File: src/rtl/data_bus_arbiter_if.sv
// Shared data-port bundle: CPU and debug requester handshakes plus the memory/IO port.
// The arbiter takes the slave view; the environment takes the master view.
interface data_bus_arbiter_if #(
    parameter int unsigned ADDR_W = 32,
    parameter int unsigned DATA_W = 32
);
    logic              cpu_req;
    logic              cpu_we;
    logic [ADDR_W-1:0] cpu_addr;
    logic [DATA_W-1:0] cpu_wdata;
    logic [2:0]        cpu_size;
    logic              cpu_ack;
    logic [DATA_W-1:0] cpu_rdata;
    logic              cpu_stall;

    logic              dbg_req;
    logic              dbg_we;
    logic [ADDR_W-1:0] dbg_addr;
    logic [DATA_W-1:0] dbg_wdata;
    logic [2:0]        dbg_size;
    logic              dbg_ack;
    logic [DATA_W-1:0] dbg_rdata;

    logic [ADDR_W-1:0] mem_address;
    logic [DATA_W-1:0] mem_write_value;
    logic              mem_read_en;
    logic              mem_write_en;
    logic [2:0]        mem_data_size;
    logic [DATA_W-1:0] mem_read_value;

    modport slave (
        input  cpu_req, cpu_we, cpu_addr, cpu_wdata, cpu_size,
        output cpu_ack, cpu_rdata, cpu_stall,
        input  dbg_req, dbg_we, dbg_addr, dbg_wdata, dbg_size,
        output dbg_ack, dbg_rdata,
        output mem_address, mem_write_value, mem_read_en, mem_write_en, mem_data_size,
        input  mem_read_value
    );

    modport master (
        output cpu_req, cpu_we, cpu_addr, cpu_wdata, cpu_size,
        input  cpu_ack, cpu_rdata, cpu_stall,
        output dbg_req, dbg_we, dbg_addr, dbg_wdata, dbg_size,
        input  dbg_ack, dbg_rdata,
        input  mem_address, mem_write_value, mem_read_en, mem_write_en, mem_data_size,
        output mem_read_value
    );
endinterface

File: src/rtl/data_bus_arbiter.sv
// Round-robin arbiter sharing the data memory/IO port between the CPU load/store path
// and the debug loader. Each access is IDLE -> ACCESS -> RESP, three cycles.
module data_bus_arbiter #(
    parameter int unsigned ADDR_W = 32,
    parameter int unsigned DATA_W = 32
) (
    input logic                clk,
    input logic                rst_n,
    data_bus_arbiter_if.slave  bus
);
    typedef enum logic [1:0] {IDLE, ACCESS, RESP} state_t;

    localparam logic CPU = 1'b0;
    localparam logic DBG = 1'b1;

    state_t            state, state_nxt;
    logic              last_grant, last_grant_nxt;
    logic              owner, owner_nxt;
    logic              win;
    logic              req_we, req_we_nxt;
    logic [ADDR_W-1:0] req_addr, req_addr_nxt;
    logic [DATA_W-1:0] req_wdata, req_wdata_nxt;
    logic [2:0]        req_size, req_size_nxt;
    logic [DATA_W-1:0] rdata_reg, rdata_nxt, rdata_load;
    logic [DATA_W-1:0] cpu_rdata_q, cpu_rdata_nxt;
    logic [DATA_W-1:0] dbg_rdata_q, dbg_rdata_nxt;
    logic              cpu_ack_q, cpu_ack_nxt;
    logic              dbg_ack_q, dbg_ack_nxt;
    logic              rd_en_q, rd_en_nxt;
    logic              wr_en_q, wr_en_nxt;

    // State, request capture and registered outputs
    always_ff @(posedge clk or negedge rst_n) begin
        if (!rst_n) begin
            state       <= IDLE;
            last_grant  <= DBG;
            owner       <= CPU;
            req_we      <= 1'b0;
            req_addr    <= '0;
            req_wdata   <= '0;
            req_size    <= '0;
            rdata_reg   <= '0;
            cpu_rdata_q <= '0;
            dbg_rdata_q <= '0;
            cpu_ack_q   <= 1'b0;
            dbg_ack_q   <= 1'b0;
            rd_en_q     <= 1'b0;
            wr_en_q     <= 1'b0;
        end else begin
            state       <= state_nxt;
            last_grant  <= last_grant_nxt;
            owner       <= owner_nxt;
            req_we      <= req_we_nxt;
            req_addr    <= req_addr_nxt;
            req_wdata   <= req_wdata_nxt;
            req_size    <= req_size_nxt;
            rdata_reg   <= rdata_nxt;
            cpu_rdata_q <= cpu_rdata_nxt;
            dbg_rdata_q <= dbg_rdata_nxt;
            cpu_ack_q   <= cpu_ack_nxt;
            dbg_ack_q   <= dbg_ack_nxt;
            rd_en_q     <= rd_en_nxt;
            wr_en_q     <= wr_en_nxt;
        end
    end

    // Next state, arbitration and next values of the registered outputs
    always_comb begin
        state_nxt      = state;
        last_grant_nxt = last_grant;
        owner_nxt      = owner;
        req_we_nxt     = req_we;
        req_addr_nxt   = req_addr;
        req_wdata_nxt  = req_wdata;
        req_size_nxt   = req_size;
        rdata_nxt      = rdata_reg;
        cpu_rdata_nxt  = cpu_rdata_q;
        dbg_rdata_nxt  = dbg_rdata_q;
        cpu_ack_nxt    = 1'b0;
        dbg_ack_nxt    = 1'b0;
        rd_en_nxt      = 1'b0;
        wr_en_nxt      = 1'b0;
        // On a tie the requester that did not win last time gets the port
        win            = (bus.cpu_req && bus.dbg_req) ? ~last_grant : bus.dbg_req;
        rdata_load     = req_we ? rdata_reg : bus.mem_read_value;

        case (state)
            IDLE: begin
                if (bus.cpu_req || bus.dbg_req) begin
                    owner_nxt      = win;
                    last_grant_nxt = win;
                    req_we_nxt     = (win == DBG) ? bus.dbg_we    : bus.cpu_we;
                    req_addr_nxt   = (win == DBG) ? bus.dbg_addr  : bus.cpu_addr;
                    req_wdata_nxt  = (win == DBG) ? bus.dbg_wdata : bus.cpu_wdata;
                    req_size_nxt   = (win == DBG) ? bus.dbg_size  : bus.cpu_size;
                    rd_en_nxt      = ~req_we_nxt;
                    wr_en_nxt      = req_we_nxt;
                    state_nxt      = ACCESS;
                end
            end
            ACCESS: begin
                rdata_nxt = rdata_load;
                if (owner == DBG) begin
                    dbg_rdata_nxt = rdata_load;
                    dbg_ack_nxt   = 1'b1;
                end else begin
                    cpu_rdata_nxt = rdata_load;
                    cpu_ack_nxt   = 1'b1;
                end
                state_nxt = RESP;
            end
            RESP: begin
                state_nxt = IDLE;
            end
            default: begin
                state_nxt = IDLE;
            end
        endcase
    end

    assign bus.cpu_ack         = cpu_ack_q;
    assign bus.dbg_ack         = dbg_ack_q;
    assign bus.cpu_rdata       = cpu_rdata_q;
    assign bus.dbg_rdata       = dbg_rdata_q;
    assign bus.cpu_stall       = bus.cpu_req & ~cpu_ack_q;
    assign bus.mem_address     = req_addr;
    assign bus.mem_write_value = req_wdata;
    assign bus.mem_data_size   = req_size;
    assign bus.mem_read_en     = rd_en_q;
    assign bus.mem_write_en    = wr_en_q;
endmodule

File: src/flat_wrapper.sv
// flat-port wrapper written by rule: the top's interface ports become plain ports
module data_bus_arbiter_flat 
#(
    parameter int unsigned ADDR_W = 32,
    parameter int unsigned DATA_W = 32
)
  (clk, rst_n, bus_cpu_req, bus_cpu_we, bus_cpu_addr, bus_cpu_wdata, bus_cpu_size, bus_cpu_ack, bus_cpu_rdata, bus_cpu_stall, bus_dbg_req, bus_dbg_we, bus_dbg_addr, bus_dbg_wdata, bus_dbg_size, bus_dbg_ack, bus_dbg_rdata, bus_mem_address, bus_mem_write_value, bus_mem_read_en, bus_mem_write_en, bus_mem_data_size, bus_mem_read_value);
  data_bus_arbiter_if #(.ADDR_W(ADDR_W), .DATA_W(DATA_W)) bus_i ();
  input logic clk;
  input logic rst_n;
  input wire logic [$bits(bus_i.cpu_req)-1:0] bus_cpu_req;
  input wire logic [$bits(bus_i.cpu_we)-1:0] bus_cpu_we;
  input wire logic [$bits(bus_i.cpu_addr)-1:0] bus_cpu_addr;
  input wire logic [$bits(bus_i.cpu_wdata)-1:0] bus_cpu_wdata;
  input wire logic [$bits(bus_i.cpu_size)-1:0] bus_cpu_size;
  output wire logic [$bits(bus_i.cpu_ack)-1:0] bus_cpu_ack;
  output wire logic [$bits(bus_i.cpu_rdata)-1:0] bus_cpu_rdata;
  output wire logic [$bits(bus_i.cpu_stall)-1:0] bus_cpu_stall;
  input wire logic [$bits(bus_i.dbg_req)-1:0] bus_dbg_req;
  input wire logic [$bits(bus_i.dbg_we)-1:0] bus_dbg_we;
  input wire logic [$bits(bus_i.dbg_addr)-1:0] bus_dbg_addr;
  input wire logic [$bits(bus_i.dbg_wdata)-1:0] bus_dbg_wdata;
  input wire logic [$bits(bus_i.dbg_size)-1:0] bus_dbg_size;
  output wire logic [$bits(bus_i.dbg_ack)-1:0] bus_dbg_ack;
  output wire logic [$bits(bus_i.dbg_rdata)-1:0] bus_dbg_rdata;
  output wire logic [$bits(bus_i.mem_address)-1:0] bus_mem_address;
  output wire logic [$bits(bus_i.mem_write_value)-1:0] bus_mem_write_value;
  output wire logic [$bits(bus_i.mem_read_en)-1:0] bus_mem_read_en;
  output wire logic [$bits(bus_i.mem_write_en)-1:0] bus_mem_write_en;
  output wire logic [$bits(bus_i.mem_data_size)-1:0] bus_mem_data_size;
  input wire logic [$bits(bus_i.mem_read_value)-1:0] bus_mem_read_value;
  assign bus_i.cpu_req = bus_cpu_req;
  assign bus_i.cpu_we = bus_cpu_we;
  assign bus_i.cpu_addr = bus_cpu_addr;
  assign bus_i.cpu_wdata = bus_cpu_wdata;
  assign bus_i.cpu_size = bus_cpu_size;
  assign bus_cpu_ack = bus_i.cpu_ack;
  assign bus_cpu_rdata = bus_i.cpu_rdata;
  assign bus_cpu_stall = bus_i.cpu_stall;
  assign bus_i.dbg_req = bus_dbg_req;
  assign bus_i.dbg_we = bus_dbg_we;
  assign bus_i.dbg_addr = bus_dbg_addr;
  assign bus_i.dbg_wdata = bus_dbg_wdata;
  assign bus_i.dbg_size = bus_dbg_size;
  assign bus_dbg_ack = bus_i.dbg_ack;
  assign bus_dbg_rdata = bus_i.dbg_rdata;
  assign bus_mem_address = bus_i.mem_address;
  assign bus_mem_write_value = bus_i.mem_write_value;
  assign bus_mem_read_en = bus_i.mem_read_en;
  assign bus_mem_write_en = bus_i.mem_write_en;
  assign bus_mem_data_size = bus_i.mem_data_size;
  assign bus_i.mem_read_value = bus_mem_read_value;
  data_bus_arbiter #(.ADDR_W(ADDR_W), .DATA_W(DATA_W)) u_core (.clk(clk), .rst_n(rst_n), .bus(bus_i));
endmodule
File: config.mk
export PLATFORM = sky130hd
export DESIGN_NAME = data_bus_arbiter_flat
export DESIGN_NICKNAME = d
export VERILOG_FILES = /design/src/rtl/data_bus_arbiter_if.sv /design/src/rtl/data_bus_arbiter.sv /design/src/flat_wrapper.sv
export SDC_FILE = /design/constraint.sdc
export NUM_CORES = 1
export LEC_CHECK = 0
export BUFFER_PORTS_ARGS = -buffer_cell sky130_fd_sc_hd__buf_2
export CAP_MARGIN = 20
export CORE_UTILIZATION = 52
export CTS_CLUSTER_SIZE = 8
export DETAILED_ROUTE_END_ITERATION = 10
export PLACE_DENSITY = 0.86
export SYNTH_ARGS = -nofsm -noshare
export SYNTH_HDL_FRONTEND = slang
export SYNTH_SLANG_ARGS = --single-unit
File: constraint.sdc
create_clock -name clk -period 2.5 [get_ports clk]
set_input_delay 0.5 -clock clk [delete_from_list [all_inputs] [get_ports clk]]
set_output_delay 0.5 -clock clk [all_outputs]
set_load 0.05 [all_outputs]
==> results of run 1 <==
-- per-stage QoR --
stage               instances  setup WS (ps)  hold WS (ps)  cell area (um^2)
floorplan                 711            682           204              7410
finish                   1185            714           304              9620
global route             1185            648           285              9620
global placement         1152            482           425              8990
detailed placement       1152            364           428              8990
CTS                      1184            490           287              9600
-- worst register-to-register path: stages, from the launching register on --
cell and delay, ps:
dfrtp_1 460, nor2_4 150, buf_4 610, a21oi_1 190, a31oi_1 280
-- report_power, final --
group	switching, mW	internal [mW]	leakage (nW)	total [mW]
Combinational	6.50	2.38	2.52	8.88
Sequential	0.780	4.21	1.99	4.99
Clock	1.10	1.61	0.285	2.71
Total	8.38	8.20	4.80	16.6
-- per-layer routing --
| layer | vias to the layer above | global-route usage [%] |
|---|---|---|
| met1 | 3079 | 34.4 |
| met3 | 53 | 7.10 |
| met5 | - | 0 |
| li1 | 3015 | - |
| met4 | 0 | 14.7 |
| met2 | 329 | 45.5 |
-- Yosys cell counts, drive strengths merged --
library cell / count
mux2i: 33
nand3b: 1
nor3b: 1
or2: 1
inv: 2
nor2: 34
dfstp: 1
o21ai: 32
a21bo: 1
a31oi: 68
a22o: 1
buf: 42
nor2b: 3
a21boi: 1
a21oi: 102
and2: 1
dfrtp: 171
clkbuf: 17
nand2: 167
mux2: 32
-- path summary, 6_finish.rpt --
path                            depth (start not counted)  slack (ps)                                          to
worst max-delay path                                    4         710     u_core.bus.mem_data_size[2]$_DFFE_PN0P_
worst min-delay path                                    2         300               u_core.last_grant$_DFFE_PN1P_
worst max register to register                          4         710     u_core.bus.mem_data_size[2]$_DFFE_PN0P_
worst min register to register                          2         480        u_core.bus.dbg_rdata[19]$_DFFE_PN0P_
max in group asynchronous                               3        1220  u_core.bus.mem_write_value[30]$_DFFE_PN0P_
min in group asynchronous                               2         560         u_core.bus.cpu_rdata[8]$_DFFE_PN0P_
-- logic make-up after synthesis --
family	Yosys count	share of synthesized area [%]
AOI/OAI and AO/OA	205	15.2
buffers and inverters	61	4.76
DFF	172	58.1
muxes	65	10.8
and+or+nand+nor	208	11.1
-- layout make-up --
| cell class | count | area, um^2 | area share [%] |
|---|---|---|---|
| clock buffer | 19 | 443 | 4.60 |
| clock inverter | 12 | 165 | 1.72 |
| inverter | 2 | 7.51 | 0.0780 |
| multi-input combinational | 478 | 2770 | 28.8 |
| sequential | 172 | 4310 | 44.7 |
| tap | 180 | 225 | 2.34 |
| timing repair buffer | 322 | 1710 | 17.7 |
==> results_dict.tcl, run 1 <==
set metrics [dict create \
    fillers 1069 \
    syn_area_per_cell_um2 10.4 \
    path_buf_inv 1 \
    place_congestion 0.817 \
    hold_violations 0 \
    dp_hpwl_mm 13.9 \
    overflow 0 \
    worstHoldStart "bus_cpu_req" \
    synth_cell_type_count 29 \
    p_leak_nw 4.80 \
    maxCapViolCount 0 \
    fmax_mhz 560 \
    synth_area_leaders "dfrtp_1, nand2_1, a21oi_1" \
    drive_gt1_share_pct 39.0 \
    synth_top_area_cell "dfrtp_1" \
    core_um2 13900 \
    cts_setup_buffers 0 \
    synth_seq_area_share_pct 58.1 \
    timing.slew.headroom_pct 50.0 \
    fin_nets 1165 \
    crit_path_cell_trace "nor2_4, buf_4, a21oi_1, a31oi_1" \
    cts-root-buf "clkbuf_16" \
    path_max_fanout 71 \
    vias 6476 \
    die_w_um 121 \
    clock_sinks 172 \
    cts_max_path_buffers 2 \
    yosys.area.top_type_share_pct 57.7 \
    slowest_stage "buf_4" \
    firstDrtPassIters 6 \
    cp.required_ps 2810 \
    wl_met3_mm 1.58 \
    drtIter0Drc 343 \
    critical-path-max-stage-delay_ps 600 \
    wl_per_cell_um 17.1 \
    finalPower_mw 16.6 \
    finalSetupViolations 0 \
    maxSlewViolCount 0 \
    p_per_area_nw_per_um2 1720 \
    fin_skew_ps 8.74 \
    outcome "finished, final reports clean" \
    hold_path.class "in -> reg" \
    period_minus_slack_ps 1790 \
    endpoint_kind "flop" \
    dieArea_um2 14700 \
    antenna_found_initial 0 \
    grt_max_degree 72 \
    routed.top_layer "met4" \
    crit_type "reg -> reg" \
    final_core_util_pct 69.3 \
    pin_count 308 \
    layout_commonest_cell "buf_2" \
    via_per_inst 5.46 \
    syn_to_final_growth_pct 29.8 \
    post_cts_resized 0 \
    synth_area_um2 7410 \
    r2r_start "u_core.state[1]$_DFFE_PN0P_" \
    cts.clk_slew.worst_paths_ps 70 \
    rsz0062_at_grt "no" \
    portBuffers 307 \
    critPathLaunchType "flop" \
    ant_nets 0 \
    peakVddDrop_v 0.000927 \
    syn-num-nets 883 \
    clkLatencyLatePin_ps 420 \
    synth_seq_cells 172 \
    final_cell_mix "buf_2, dfrtp_1, nand2_1, a21oi_1, a31oi_1" \
    totalWireLength_mm 20.3 \
    drcViolationCount 0 \
    grt_pass1_wl_mm 31.5 \
    cts_hold_buf 1 \
    post-route-period-util_pct 71.4 \
    track_usage_pct 28.0 \
    numCtsBuffers 17 \
    wl_met1_mm 7.89 \
    tightest_slew_ps 750 \
    path_delay_family "buffers and inverters" \
    num_rows 43 \
    cts_tree "done" \
    grt_pass1_vias 6272 \
    ys_warn_count 0 \
    die_h_um 121 \
    crit_start "u_core.state[1]$_DFFE_PN0P_" \
    fin_tns_setup_ps 0 \
    cp_data_arrival_time_ps 2100 \
    syn-instance-count 711 \
    htreeDepth 4 \
    n_antenna_cell 0 \
    wl_met2_mm 10.0 \
    start_util_pct 53.4 \
]
Power figures use the tool's default switching activity.
==> inputs of run 2 (changes only) <==
CORE_UTILIZATION = 48   (was 52)
PLACE_DENSITY = 0.8   (was 0.86)
clock period = 1.65 ns   (was 2.5 ns; I/O delays follow)
==> run 2 against run 1 <==
  * Utilization shrank 4.5 points
  * First-iteration DRC count shrank 4.4%
  * Non-clock buffer count increased by 7
  * Clock power is 59% higher
  * Sequential cell count unchanged
  * Register-to-register slack got worse by 640 ps
  * Clock skew grew 3.6 ps
==> results_dict.tcl, run 2 (synthesized netlist as in run 1, its figures left out) <==
set metrics [dict create \
    wl_per_cell_um 16.7 \
    clock_sinks 172 \
    core_um2 15100 \
    timing.slew.headroom_pct 72.1 \
    htreeDepth 4 \
    endpoint_kind "output port" \
    hold_violations 0 \
    grt_pass1_vias 6231 \
    via_per_inst 5.36 \
    start_util_pct 48.9 \
    layout_commonest_cell "buf_2" \
    post-route-period-util_pct 95.7 \
    maxSlewViolCount 0 \
    final_cell_mix "buf_2, dfrtp_1, nand2_1, a21oi_1, a31oi_1" \
    dp_slack_ps 152 \
    r2r_start "u_core.state[1]$_DFFE_PN0P_" \
    finalPower_mw 25.5 \
    hold_end "u_core.last_grant$_DFFE_PN1P_" \
    slowest_stage "dfrtp_1" \
    track_usage_pct 26.0 \
    grt_max_degree 72 \
    worstHoldStart "bus_cpu_req" \
    pin_count 308 \
    fin_hold_ws_ps 143 \
    drtIter0Drc 328 \
    n_antenna_cell 0 \
    overflow 0 \
    totalWireLength_mm 20.0 \
    fin_nets 1172 \
    rrSetupSlack_ps 70 \
    peakVddDrop_v 0.00138 \
    p_per_area_nw_per_um2 2590 \
    ant_nets 0 \
    die_w_um 126 \
    drive_gt1_share_pct 39.5 \
    clkLatencyLatePin_ps 420 \
    finalSetupViolations 0 \
    dieArea_um2 15900 \
    fin_tns_setup_ps 0 \
    fin_ws_ps 70.6 \
    portBuffers 307 \
    num_rows 45 \
    cts_max_path_buffers 2 \
    cts.clk_slew.worst_paths_ps 60 \
    drcViolationCount 0 \
    fmax_mhz 633 \
    final_core_util_pct 64.9 \
    final_cell_area_um2 9830 \
    period_minus_slack_ps 1580 \
    r2r_cells 4 \
    vias 6429 \
    crit_type "reg -> out" \
    r2r-end "u_core.rdata_reg[0]$_DFFE_PN0N_" \
    tightest_slew_ps 418 \
    cp_data_arrival_time_ps 1250 \
    path_buf_inv 1 \
    p_leak_nw 4.90 \
    place_congestion 0.882 \
    hold-path-cell-count 2 \
    crit_path_cell_trace "nor2b_1, buf_2" \
    dp_cells 1168 \
    rsz0062_at_grt "no" \
    maxCapViolCount 0 \
    antenna_found_initial 0 \
    cp.required_ps 1320 \
    place_area_um2 9180 \
    outcome "finished, final reports clean" \
    fin_skew_ps 12.3 \
    cts-root-buf "clkbuf_16" \
    critical-path-max-stage-delay_ps 430 \
    syn_to_final_growth_pct 32.6 \
    critPathLaunchType "flop" \
    post_cts_resized 0 \
    firstDrtPassIters 5 \
    dp_hpwl_mm 14.2 \
    die_h_um 126 \
    numCtsBuffers 17 \
    path_delay_family "flip-flops" \
    grt_pass1_wl_mm 32.0 \
    cts_tree "done" \
    path_max_fanout 2 \
    hold_path.class "in -> reg" \
    layout.cells.non_filler 1199 \
]
-- run 2: metal layers --
layer	global-route usage [%]	routed length (um)	part of all wire, %	vias up
li1	-	-	-	3040
met4	11.7	613	3.1	0
met2	43.1	10000	50	281
met1	32.2	8210	41	3073
met5	0	0	0	-
met3	6.24	1200	6.0	35
-- run 2: worst max path at each step --
stage / from / end / cells past startpoint
4_1_cts: u_core.bus.cpu_ack$_DFF_PN0_ / bus_cpu_stall / 2
5_1_grt: u_core.bus.cpu_ack$_DFF_PN0_ / bus_cpu_stall / 2
3_3_place_gp: u_core.state[1]$_DFFE_PN0P_ / u_core.rdata_reg[0]$_DFFE_PN0N_ / 4
2_1_floorplan: u_core.bus.cpu_ack$_DFF_PN0_ / bus_cpu_stall / 1
3_5_place_dp: bus_cpu_req / u_core.bus.mem_write_value[29]$_DFFE_PN0P_ / 6
6_report: u_core.bus.cpu_ack$_DFF_PN0_ / bus_cpu_stall / 2
-- run 2: timing repair --
action / in CTS / in global routing
hold buffers: 1 / 0
buffers inserted: 0 / 0
hold endpoints to repair: 30 / 0
-- run 2: power breakdown --
part           internal (mW)  total [mW]  switching [mW]
Combinational           3.79        13.6            9.81
Sequential              6.37        7.58            1.21
Clock                   2.63        4.31            1.67
-- run 2: final cells by class --
type | count | area (um^2)
multi-input combinational | 478 | 2770
timing repair buffer | 329 | 1870
inverter | 2 | 7.51
clock inverter | 11 | 183
clock buffer | 19 | 453
tap | 188 | 235
sequential | 172 | 4310
fill | 1190 | 5320
==> inputs of run 3 (changes only) <==
ABC_AREA = 1   (was not set)
CORE_UTILIZATION = 50   (was 48)
PLACE_DENSITY = 0.81   (was 0.8)
==> run 3 against run 2 <==
  * Design area increased by 7.9%
  * Maximum frequency is essentially flat
  * Die area rose by 6.6%
  * Non-clock buffer count unchanged
  * Via count rose by 23%
  * Area after synthesis is 11% higher
  * Largest power group unchanged
  * Highest routed layer unchanged
==> results_dict.tcl, run 3 <==
set metrics [dict create \
    async_reset_ff_share_pct 100 \
    fin_nets 1573 \
    fin_tns_setup_ps 0 \
    overflow 0 \
    yosys.cell_count.top_type "nand2_1" \
    wl_per_cell_um 13.6 \
    portBuffers 307 \
    cts_setup_buffers 0 \
    die_h_um 130 \
    fmax_mhz 633 \
    post_cts_resized 0 \
    synth_top_flop_cell "dfrtp_1" \
    die_w_um 130 \
    dp_hpwl_mm 15.2 \
    period_minus_slack_ps 1580 \
    endpoint_kind "output port" \
    drtIter0Drc 491 \
    fin_hold_ws_ps 178 \
    dieArea_um2 17000 \
    track_usage_pct 26.9 \
    antenna_found_initial 1 \
    maxCapViolCount 0 \
    synth_top_area_cell "dfrtp_1" \
    cts.clk_slew.worst_paths_ps 60 \
    final_cell_mix "nand2_1, buf_2, inv_1, dfrtp_1, nand3_1" \
    drcViolationCount 0 \
    synth_area_leaders "dfrtp_1, nand2_1, nand3_1" \
    via_per_inst 4.85 \
    core_um2 16000 \
    post-route-period-util_pct 95.8 \
    clock_sinks 172 \
    synth_cell_type_count 17 \
    vias 7908 \
    n_antenna_cell 0 \
    outcome "finished, final reports clean" \
    drive_gt1_share_pct 26.1 \
    syn_to_final_growth_pct 28.7 \
    cts_max_path_buffers 2 \
    start_util_pct 51.5 \
    firstDrtPassIters 6 \
    rsz0062_at_grt "no" \
    finalSetupViolations 0 \
    p_leak_nw 6.45 \
    cp.required_ps 1320 \
    crit_type "reg -> out" \
    tightest_slew_ps 575 \
    synth_area_um2 8240 \
    grt_max_degree 97 \
    peakVddDrop_v 0.00119 \
    timing.slew.headroom_pct 61.7 \
    yosys.area.top_type_share_pct 51.9 \
    numCtsBuffers 17 \
    syn_area_per_cell_um2 7.35 \
    cp_data_arrival_time_ps 1250 \
    totalWireLength_mm 22.2 \
    syn-instance-count 1121 \
    clkLatencyLatePin_ps 420 \
    ant_nets 0 \
    grt_pass1_vias 7358 \
    synth_edf_count 0 \
    cts-root-buf "clkbuf_16" \
    pin_count 308 \
    syn-num-nets 1293 \
    p_per_area_nw_per_um2 2320 \
    hold_violations 0 \
    maxSlewViolCount 0 \
    critPathLaunchType "flop" \
    synth_common_cells "nand2_1, inv_1, dfrtp_1, nand3_1, o21ai_0" \
    fin_skew_ps 9.73 \
    ys_warn_count 0 \
    grt_pass1_wl_mm 35.2 \
    layout_commonest_cell "nand2_1" \
    finalPower_mw 24.6 \
    num_rows 46 \
    synth_seq_area_share_pct 52.3 \
    htreeDepth 4 \
    synth_seq_cells 172 \
    path_max_fanout 2 \
    cts_tree "done" \
    hold_path.class "in -> reg" \
    place_congestion 0.838 \
]
## run 3: changes by cell type after synthesis, moves of 5 or more
cell / change
buf_2: +9
o21ai_0: +65
nor2_1: -31
mux2i_1: -33
mux2_4: -30
a31oi_1: -68
nand2_1: +299
nand3_1: +136
clkbuf_1: +7
a21oi_1: -101
buf_4: -5
inv_1: +171
## run 3: metal layers
layer | track usage (%) | wire length (um) | vias to the layer above | share of wire [%]
met3 | 5.08 | 1360 | 42 | 6.1
li1 | - | - | 3951 | -
met4 | 10.6 | 605 | 0 | 2.7
met2 | 46.1 | 11000 | 304 | 50
met5 | 0 | 0 | - | 0
met1 | 33.5 | 9200 | 3611 | 42
## run 3: where the power goes
group          leakage (nW)  switching, mW  internal (mW)  total, mW
logic                  4.04           10.3           3.00       13.3
registers              2.13           1.04           6.25       7.29
clock network         0.277           1.66           2.28       3.94
## run 3: area by class of cell
| cell class | instances | area, um^2 |
|---|---|---|
| Fill cell | 1408 | 5400 |
| Sequential cell | 172 | 4310 |
| Multi-Input combinational cell | 706 | 2970 |
| Timing Repair Buffer | 329 | 1820 |
| Inverter | 175 | 657 |
| Clock buffer | 20 | 447 |
| Tap cell | 216 | 270 |
| Clock inverter | 12 | 136 |
## run 3: final timing paths
path	to	from	slack (ps)	depth (start not counted)
worst max-delay path	bus_cpu_stall	u_core.bus.cpu_ack$_DFF_PN0_	70	2
worst min-delay path	u_core.bus.mem_read_en$_DFF_PN0_	bus_cpu_we	180	4
worst max register to register	u_core.bus.cpu_rdata[23]$_DFFE_PN0P_	u_core.req_we$_DFFE_PN0P_	250	4
worst min register to register	u_core.bus.mem_address[11]$_DFFE_PN0P_	u_core.bus.mem_address[11]$_DFFE_PN0P_	470	2
max in group asynchronous	u_core.last_grant$_DFFE_PN1P_	rst_n	800	3
min in group asynchronous	u_core.bus.cpu_rdata[6]$_DFFE_PN0P_	rst_n	290	2
## run 3: cells by family after synthesis
family                 synth area share, %
AO/OA/AOI/OAI                         5.95
buffers and inverters                 11.8
flip-flops                            52.3
AND/OR/NAND/NOR                       30.0
## run 3: what timing repair did
action | CTS | global route
hold endpoints to repair | 126 | 0
hold buffers | 1 | 0
setup endpoints to repair | 0 | 0
## run 3: stage by stage
stage	util, %	setup WS [ps]	std cells	cell area, um^2
final	66.3	69.5	1630	10600
after global placement	62.6	279	1597	10000
after detailed placement	62.6	249	1597	10000
after floorplan	-	40.4	1121	8240
after CTS	66.3	42.0	1630	10600
after global routing	66.3	34.6	1630	10600
## run 3: worst max-delay path: stages, from the launching register on
cell and delay [ps]:
dfrtp_1 400, nor2_1 140, buf_2 280
